==> config.mk <==
export PLATFORM = sky130hd
export DESIGN_NAME = key_entry_flat
export DESIGN_NICKNAME = d
export VERILOG_FILES = /design/src/rtl/key_entry_pkg.sv /design/src/rtl/key_entry_if.sv /design/src/rtl/key_sync.sv /design/src/rtl/key_entry.sv /design/src/flat_wrapper.sv
export SDC_FILE = /design/constraint.sdc
export NUM_CORES = 1
export LEC_CHECK = 0
export ABC_AREA = 0
export BUFFER_PORTS_ARGS = -buffer_cell sky130_fd_sc_hd__buf_4
export CAP_MARGIN = 40
export CORE_MARGIN = 1.5
export CORE_UTILIZATION = 40
export DETAILED_ROUTE_END_ITERATION = 6
export GPL_TIMING_DRIVEN = 0
export PLACE_DENSITY_LB_ADDON = 0.3
export SETUP_SLACK_MARGIN = 0.4
export SLEW_MARGIN = 20
export SYNTH_ARGS = -nofsm -noshare
export SYNTH_HDL_FRONTEND = slang
export SYNTH_SLANG_ARGS = --single-unit
==> constraint.sdc <==
create_clock -name clk -period 1.6 [get_ports clk]
set_input_delay 0.16 -clock clk [delete_from_list [all_inputs] [get_ports clk]]
set_output_delay 0.16 -clock clk [all_outputs]
set_load 0.01 [all_outputs]
==> src/rtl/key_entry_pkg.sv <==
// Shared constants, key codes and FSM state type for the key_entry block.
package key_entry_pkg;

  localparam int KEY_W = 4;
  localparam int CNT_W = 3;
  localparam int BIN_W = 14;

  localparam logic [KEY_W-1:0] KEY_ENTER = 4'hC;
  localparam logic [KEY_W-1:0] KEY_BAD   = 4'hB;

  typedef enum logic [1:0] {
    ST_IDLE    = 2'd0,
    ST_CAPTURE = 2'd1,
    ST_ACK     = 2'd2,
    ST_COMMIT  = 2'd3
  } state_e;

  function automatic logic is_digit(input logic [KEY_W-1:0] k);
    return (k <= 4'd9);
  endfunction

  function automatic int unsigned pow10(input int n);
    int unsigned r;
    r = 1;
    for (int i = 0; i < n; i++) r = r * 10;
    return r;
  endfunction

endpackage

==> src/rtl/key_entry_if.sv <==
// Keyboard-decoder handshake and committed-value bus of key_entry.
// Carries value_bin only when KEY_ENTRY_BIN_EN is defined.
interface key_entry_if #(
  parameter int NUM_DIGITS = 4
) ();
  import key_entry_pkg::*;

  logic                    key_flag;
  logic [KEY_W-1:0]        key_char;
  logic                    clear_key;
  logic [4*NUM_DIGITS-1:0] value;
  logic                    value_valid;
  logic [CNT_W-1:0]        digit_count;
  logic                    entry_err;
`ifdef KEY_ENTRY_BIN_EN
  logic [BIN_W-1:0]        value_bin;

  modport master (
    output key_flag, key_char,
    input  clear_key, value, value_valid, digit_count, entry_err, value_bin
  );
  modport slave (
    input  key_flag, key_char,
    output clear_key, value, value_valid, digit_count, entry_err, value_bin
  );
`else
  modport master (
    output key_flag, key_char,
    input  clear_key, value, value_valid, digit_count, entry_err
  );
  modport slave (
    input  key_flag, key_char,
    output clear_key, value, value_valid, digit_count, entry_err
  );
`endif

endinterface

==> src/rtl/key_sync.sv <==
// Multi-flop synchroniser for the asynchronous key_flag level.
module key_sync #(
  parameter int SYNC_STAGES = 2
) (
  input  logic clk,
  input  logic rst,
  input  logic async_i,
  output logic sync_o
);

  logic [SYNC_STAGES-1:0] sync_q;

  always_ff @(posedge clk) begin
    if (rst) sync_q <= '0;
    else     sync_q <= {sync_q[SYNC_STAGES-2:0], async_i};
  end

  assign sync_o = sync_q[SYNC_STAGES-1];

endmodule

==> src/rtl/key_entry.sv <==
// BCD key-entry buffer: captures decoder keys, commits on Enter, flags bad keys.
// Optional KEY_ENTRY_BIN_EN adds value_bin, the binary form of value.
module key_entry
  import key_entry_pkg::*;
#(
  parameter int NUM_DIGITS  = 4,
  parameter int SYNC_STAGES = 2
) (
  input  logic        clk,
  input  logic        rst,
  key_entry_if.slave  bus
);

  localparam int VAL_W = 4 * NUM_DIGITS;

  function automatic logic [CNT_W-1:0] sat_inc(input logic [CNT_W-1:0] c);
    return (c == CNT_W'(NUM_DIGITS)) ? c : c + 1'b1;
  endfunction

  logic             flag_sync;
  logic             flag_prev_q;
  state_e           state_q;
  logic [VAL_W-1:0] buf_q;
  logic [VAL_W-1:0] buf_d;
  logic [VAL_W-1:0] value_q;
  logic [CNT_W-1:0] count_q;
  logic             valid_q;
  logic             err_q;
  logic             clear_q;

  logic in_capture, key_is_digit, key_is_enter;
  logic cap_digit, cap_commit, cap_empty, cap_bad;

  key_sync #(.SYNC_STAGES(SYNC_STAGES)) u_sync (
    .clk     (clk),
    .rst     (rst),
    .async_i (bus.key_flag),
    .sync_o  (flag_sync)
  );

  // key_char is only looked at while in CAPTURE, after the flag has settled
  assign in_capture   = (state_q == ST_CAPTURE);
  assign key_is_digit = is_digit(bus.key_char);
  assign key_is_enter = (bus.key_char == KEY_ENTER);
  assign cap_digit    = in_capture && key_is_digit;
  assign cap_commit   = in_capture && key_is_enter && (count_q != '0);
  assign cap_empty    = in_capture && key_is_enter && (count_q == '0);
  assign cap_bad      = in_capture && !key_is_digit && !key_is_enter;

  // Truncating the concatenation drops the oldest digit once the buffer is full
  assign buf_d = VAL_W'({buf_q, bus.key_char});

  always_ff @(posedge clk) begin
    if (rst) begin
      state_q     <= ST_IDLE;
      flag_prev_q <= 1'b0;
      buf_q       <= '0;
      value_q     <= '0;
      count_q     <= '0;
      valid_q     <= 1'b0;
      err_q       <= 1'b0;
      clear_q     <= 1'b0;
    end else begin
      flag_prev_q <= flag_sync;
      valid_q     <= 1'b0;
      case (state_q)
        ST_IDLE: begin
          if (flag_sync && !flag_prev_q) state_q <= ST_CAPTURE;
        end
        ST_CAPTURE: begin
          if (cap_commit) begin
            value_q <= buf_q;
            valid_q <= 1'b1;
            buf_q   <= '0;
            count_q <= '0;
            err_q   <= 1'b0;
            state_q <= ST_COMMIT;
          end else begin
            if (cap_digit) begin
              buf_q   <= buf_d;
              count_q <= sat_inc(count_q);
            end else if (cap_empty) begin
              err_q   <= 1'b1;
            end else if (cap_bad) begin
              buf_q   <= '0;
              count_q <= '0;
              err_q   <= 1'b1;
            end
            clear_q <= 1'b1;
            state_q <= ST_ACK;
          end
        end
        ST_COMMIT: begin
          clear_q <= 1'b1;
          state_q <= ST_ACK;
        end
        ST_ACK: begin
          // Leaving only on a low flag is what stops a held key retriggering
          if (!flag_sync) begin
            clear_q <= 1'b0;
            state_q <= ST_IDLE;
          end
        end
        default: state_q <= ST_IDLE;
      endcase
    end
  end

`ifdef KEY_ENTRY_BIN_EN
  localparam int unsigned TOP_WEIGHT = pow10(NUM_DIGITS - 1);

  logic [BIN_W-1:0] bin_acc_q;
  logic [BIN_W-1:0] bin_trim_d;
  logic [BIN_W-1:0] bin_acc_d;
  logic [BIN_W-1:0] value_bin_q;

  // Subtract the outgoing digit's weight so the accumulator tracks the buffer
  assign bin_trim_d = (count_q == CNT_W'(NUM_DIGITS))
                    ? bin_acc_q - BIN_W'(buf_q[VAL_W-1 -: 4]) * BIN_W'(TOP_WEIGHT)
                    : bin_acc_q;
  assign bin_acc_d  = bin_trim_d * BIN_W'(10) + BIN_W'(bus.key_char);

  always_ff @(posedge clk) begin
    if (rst) begin
      bin_acc_q   <= '0;
      value_bin_q <= '0;
    end else if (cap_digit) begin
      bin_acc_q   <= bin_acc_d;
    end else if (cap_commit) begin
      value_bin_q <= bin_acc_q;
      bin_acc_q   <= '0;
    end else if (cap_bad) begin
      bin_acc_q   <= '0;
    end
  end

  assign bus.value_bin = value_bin_q;
`endif

  assign bus.clear_key   = clear_q;
  assign bus.value       = value_q;
  assign bus.value_valid = valid_q;
  assign bus.digit_count = count_q;
  assign bus.entry_err   = err_q;

endmodule

==> src/flat_wrapper.sv <==
// flat-port wrapper written by rule: the top's interface ports become plain ports
module key_entry_flat import key_entry_pkg::*;
#(
  parameter int NUM_DIGITS  = 4,
  parameter int SYNC_STAGES = 2
)
  (clk, rst, bus_key_flag, bus_key_char, bus_clear_key, bus_value, bus_value_valid, bus_digit_count, bus_entry_err);
  key_entry_if #(.NUM_DIGITS(NUM_DIGITS)) bus_i ();
  input  logic clk;
  input  logic rst;
  input wire logic [$bits(bus_i.key_flag)-1:0] bus_key_flag;
  input wire logic [$bits(bus_i.key_char)-1:0] bus_key_char;
  output wire logic [$bits(bus_i.clear_key)-1:0] bus_clear_key;
  output wire logic [$bits(bus_i.value)-1:0] bus_value;
  output wire logic [$bits(bus_i.value_valid)-1:0] bus_value_valid;
  output wire logic [$bits(bus_i.digit_count)-1:0] bus_digit_count;
  output wire logic [$bits(bus_i.entry_err)-1:0] bus_entry_err;
  assign bus_i.key_flag = bus_key_flag;
  assign bus_i.key_char = bus_key_char;
  assign bus_clear_key = bus_i.clear_key;
  assign bus_value = bus_i.value;
  assign bus_value_valid = bus_i.value_valid;
  assign bus_digit_count = bus_i.digit_count;
  assign bus_entry_err = bus_i.entry_err;
  key_entry #(.NUM_DIGITS(NUM_DIGITS), .SYNC_STAGES(SYNC_STAGES)) u_core (.clk(clk), .rst(rst), .bus(bus_i));
endmodule
==> results by group <==
Timing
  • Tcrit/Tclk final: 0.934
  • FMAX: 0.669 GHz
  • RSZ-0062 raised after global routing: true
  • Setup Skew: 0.00630 ns
  • Final Max Tran Viols: 0
  • Setup TNS Final: 0 ns
  • Tightest Pin Transition: 0.515 ns
  • Final setup fails: 0
  • Worst slew margin: 0.656
  • Final hold slack: 0.0764 ns
  • Tmin final: 1.49 ns
  • Hold Vio Cnt, Final: 0

GRT
  • Global-route wire length before repair: 7.93 mm
  • Number of global-route vias before repair: 1,584
  • Grt ovf: 0
  • Largest net degree at the start of global routing: 13
  • GRT Util Overall: 0.209
  • Antenna violations before repair: 0

Worst hold path
  • Hold path start: bus_key_flag
  • Worst hold path class: in2reg
  • Min-Delay Endpoint: u_core.u_sync.sync_q[0]
  • WHS Path Cells: 2

Setup path
  • Reg2reg end: u_core.buf_q[12]
  • R2R depth: 6
  • Crit-path max FO: 5
  • Startpoint Class: register
  • WP data required: 1.84 ns
  • Crit path DAT: 1.73 ns
  • Critical path endpoint category: register
  • R2R Setup Slk: 0.11 ns
  • Critical path type: reg2reg
  • Worst R2R Start: u_core.bus.digit_count[0]

Finish
  • Most common cell after layout, fill and taps aside: dfxtp_1
  • Finished Cell Area: 2690 µm²
  • # diodes: 0
  • Most frequent cells in the layout: 39 x dfxtp_1, 35 x buf_4, 18 x a21oi_1, 16 x nand4_1, 14 x a22o_1
  • Area delta synth->final: 52.9%
  • # nets final: 234
  • Layout cells sized above 1: 0.465

Floorplanning
  • Die Y: 69.3 µm
  • Row count: 23
  • Die Area: 4810 µm²
  • Die Wd: 69.3 µm
  • Initial Util: 0.428
  • Core area: 4120 µm²
  • Num ports: 29

Power and ir drop
  • Logic pwr share: 0.100
  • Switching share of power: 0.239
  • Leakage power: 0.994 nW
  • Psw: 0.000462 W
  • VDD IR max: 331 µV
  • Sequential fraction of design power: 0.558
  • Power Density: 717 nW/µm²
  • Int Power: 0.00147 W
  • Clock group share of total power: 0.342

Synthesis
  • Syn Nets: 182
  • Post-synthesis cell type count: 36
  • Post-synth EDFFs: 0
  • Mux share of post-synthesis cell area: 0
  • Synthesized flop and latch total: 43
  • Yosys warnings: 0
  • Syn Inst Count: 173
  • Simple-gate portion of the synthesized area: 0.154
  • Compound-Gate Fraction of Synth Area: 0.273
  • Post-Synth XOR/XNOR Area: 0
  • Syn avg cell area: 10.2 µm²
  • Ys async rst share: 0
  • Largest family of logic cells by synthesized area: compound AO/OA/AOI/OAI gates
  • Cell Area, Synth: 1760 µm²
  • Ys flop type: dfxtp_1
  • Adder-Cell Fraction of Synth Area: 0.0142
  • Sequential area share after synthesis: 0.489

Clock tree
  • CTS Buffer Depth: 2
  • CTS Buf Count: 5
  • Clock-pin slew on the worst setup and hold paths: 0.08 ns
  • Clk_lat worst skew: 0.29 ns
  • Clock root buffer: clkbuf_8
  • H-tree levels: 2
  • Clk sinks: 43
  • CTS tree: done
  • Hold bufs inserted after CTS: 0

Routing
  • Detailed Route WL: 4.84 mm
  • Final ANT Viol Nets: 0
  • Remaining DRCs: 0
  • Vias/cell: 5.92
  • Pre-antenna DRT Iters: 4
  • WL per Instance: 17.6 µm
  • Vias: 1,634
  • First DRT Iteration DRCs: 160

Flow run
  • Max-cap viol count: 0

Placement
  • Port bufs: 27
  • DP Area: 2060 µm²
  • DP HPWL: 2.78 mm
  • Gpl congestion: 0.752

Run status
  • Status: completed
[worst max-delay path, cell delays in order (launching register included)]
cell	delay, ns
dfxtp_4	0.36
inv_4	0.06
ha_4	0.15
or3b_4	0.39
o22ai_4	0.20
buf_6	0.17
a22o_1	0.11
[worst max path at each step]
| stage | start | end | slack, ns |
|---|---|---|---|
| after floorplan | u_core.bus.digit_count[1] | u_core.buf_q[0] | 0.16 |
| after global placement | u_core.bus.digit_count[1] | u_core.buf_q[13] | 0.06 |
| after detailed placement | u_core.bus.digit_count[1] | u_core.buf_q[10] | 0.03 |
| after CTS | u_core.bus.digit_count[0] | u_core.buf_q[15] | 0.11 |
| after global routing | u_core.bus.digit_count[0] | u_core.buf_q[11] | 0.03 |
| final | u_core.bus.digit_count[0] | u_core.buf_q[12] | 0.11 |
[layer usage]
metal,vias to the layer above,wire (µm),track usage
li1,779,-,-
met1,779,2120,0.253
met2,63,2340,0.347
met5,-,0,0
met4,0,114,0.105
met3,13,261,0.0480
[area by class of cell]
cell class,instances,area [µm²]
clock inverter,1,5.00
buffer,19,185
multi-input combinational,108,1030
timing repair buffer,45,444
inverter,3,13.8
sequential,43,876
fill,302,1420
clock buffer,7,76.3
tap,50,62.6
[per-stage QoR]
stage / worst slack, ns / utilization / cells / total power [W]
6_report: 0.105 / 0.654 / 276 / 0.00193
4_1_cts: 0.110 / 0.632 / 272 / 0.00193
5_1_grt: 0.0286 / 0.654 / 276 / 0.00202
3_3_place_gp: 0.0580 / 0.500 / 250 / 0.00122
2_1_floorplan: 0.160 / - / 173 / 0.00119
3_5_place_dp: 0.0323 / 0.500 / 250 / 0.00123
[synth_stat cells (all sizes together) (2+ instances only)]
cell | number | area, µm²
o21ai | 4 | 20.0
nand2b | 3 | 18.8
a2111oi | 2 | 18.8
a22o | 14 | 123
nand4 | 16 | 100
nand3 | 2 | 10.0
o31ai | 18 | 135
or4b | 3 | 30.0
nor2 | 2 | 7.51
clkbuf | 2 | 7.51
nor2b | 4 | 25.0
inv | 3 | 11.3
buf | 17 | 105
dfxtp | 43 | 861
a21oi | 23 | 115
ha | 2 | 25.0
[sequential cells by signal (all words and copies together) (netlist names)]
register,cells
u_core.bus.clear_key,1
u_core.bus.value_valid,1
u_core.u_sync.sync_q,2
u_core.flag_prev_q,1
u_core.buf_q,16
u_core.state_q,2
u_core.bus.entry_err,1
u_core.bus.value,16
u_core.bus.digit_count,3
[power groups by stage]
stage,Combinational (W),Sequential (W),Clock [W]
2_1_floorplan,0.0000787,0.00111,0
3_3_place_gp,0.000117,0.00111,0
3_5_place_dp,0.000118,0.00111,0
4_1_cts,0.000177,0.00108,0.000676
5_1_grt,0.000203,0.00108,0.000735
6_report,0.000192,0.00108,0.000660
[cells by family (layout without fill, tap and decap cells)]
logic type,after synthesis,count (layout)
DFF,43,43
and+or+nand+nor,38,38
AOI/OAI and AO/OA,68,68
adders and majority gates,2,2
buffers and inverters,22,75
[timing repair]
action / in CTS / in global routing
gates cloned: 5 / 1
gates resized for setup: 64 / 9
setup endpoints to repair: 39 / 39
setup buffers: 9 / 3
pin swaps: 29 / 11
Note: power is estimated with default switching activity, not from simulation.
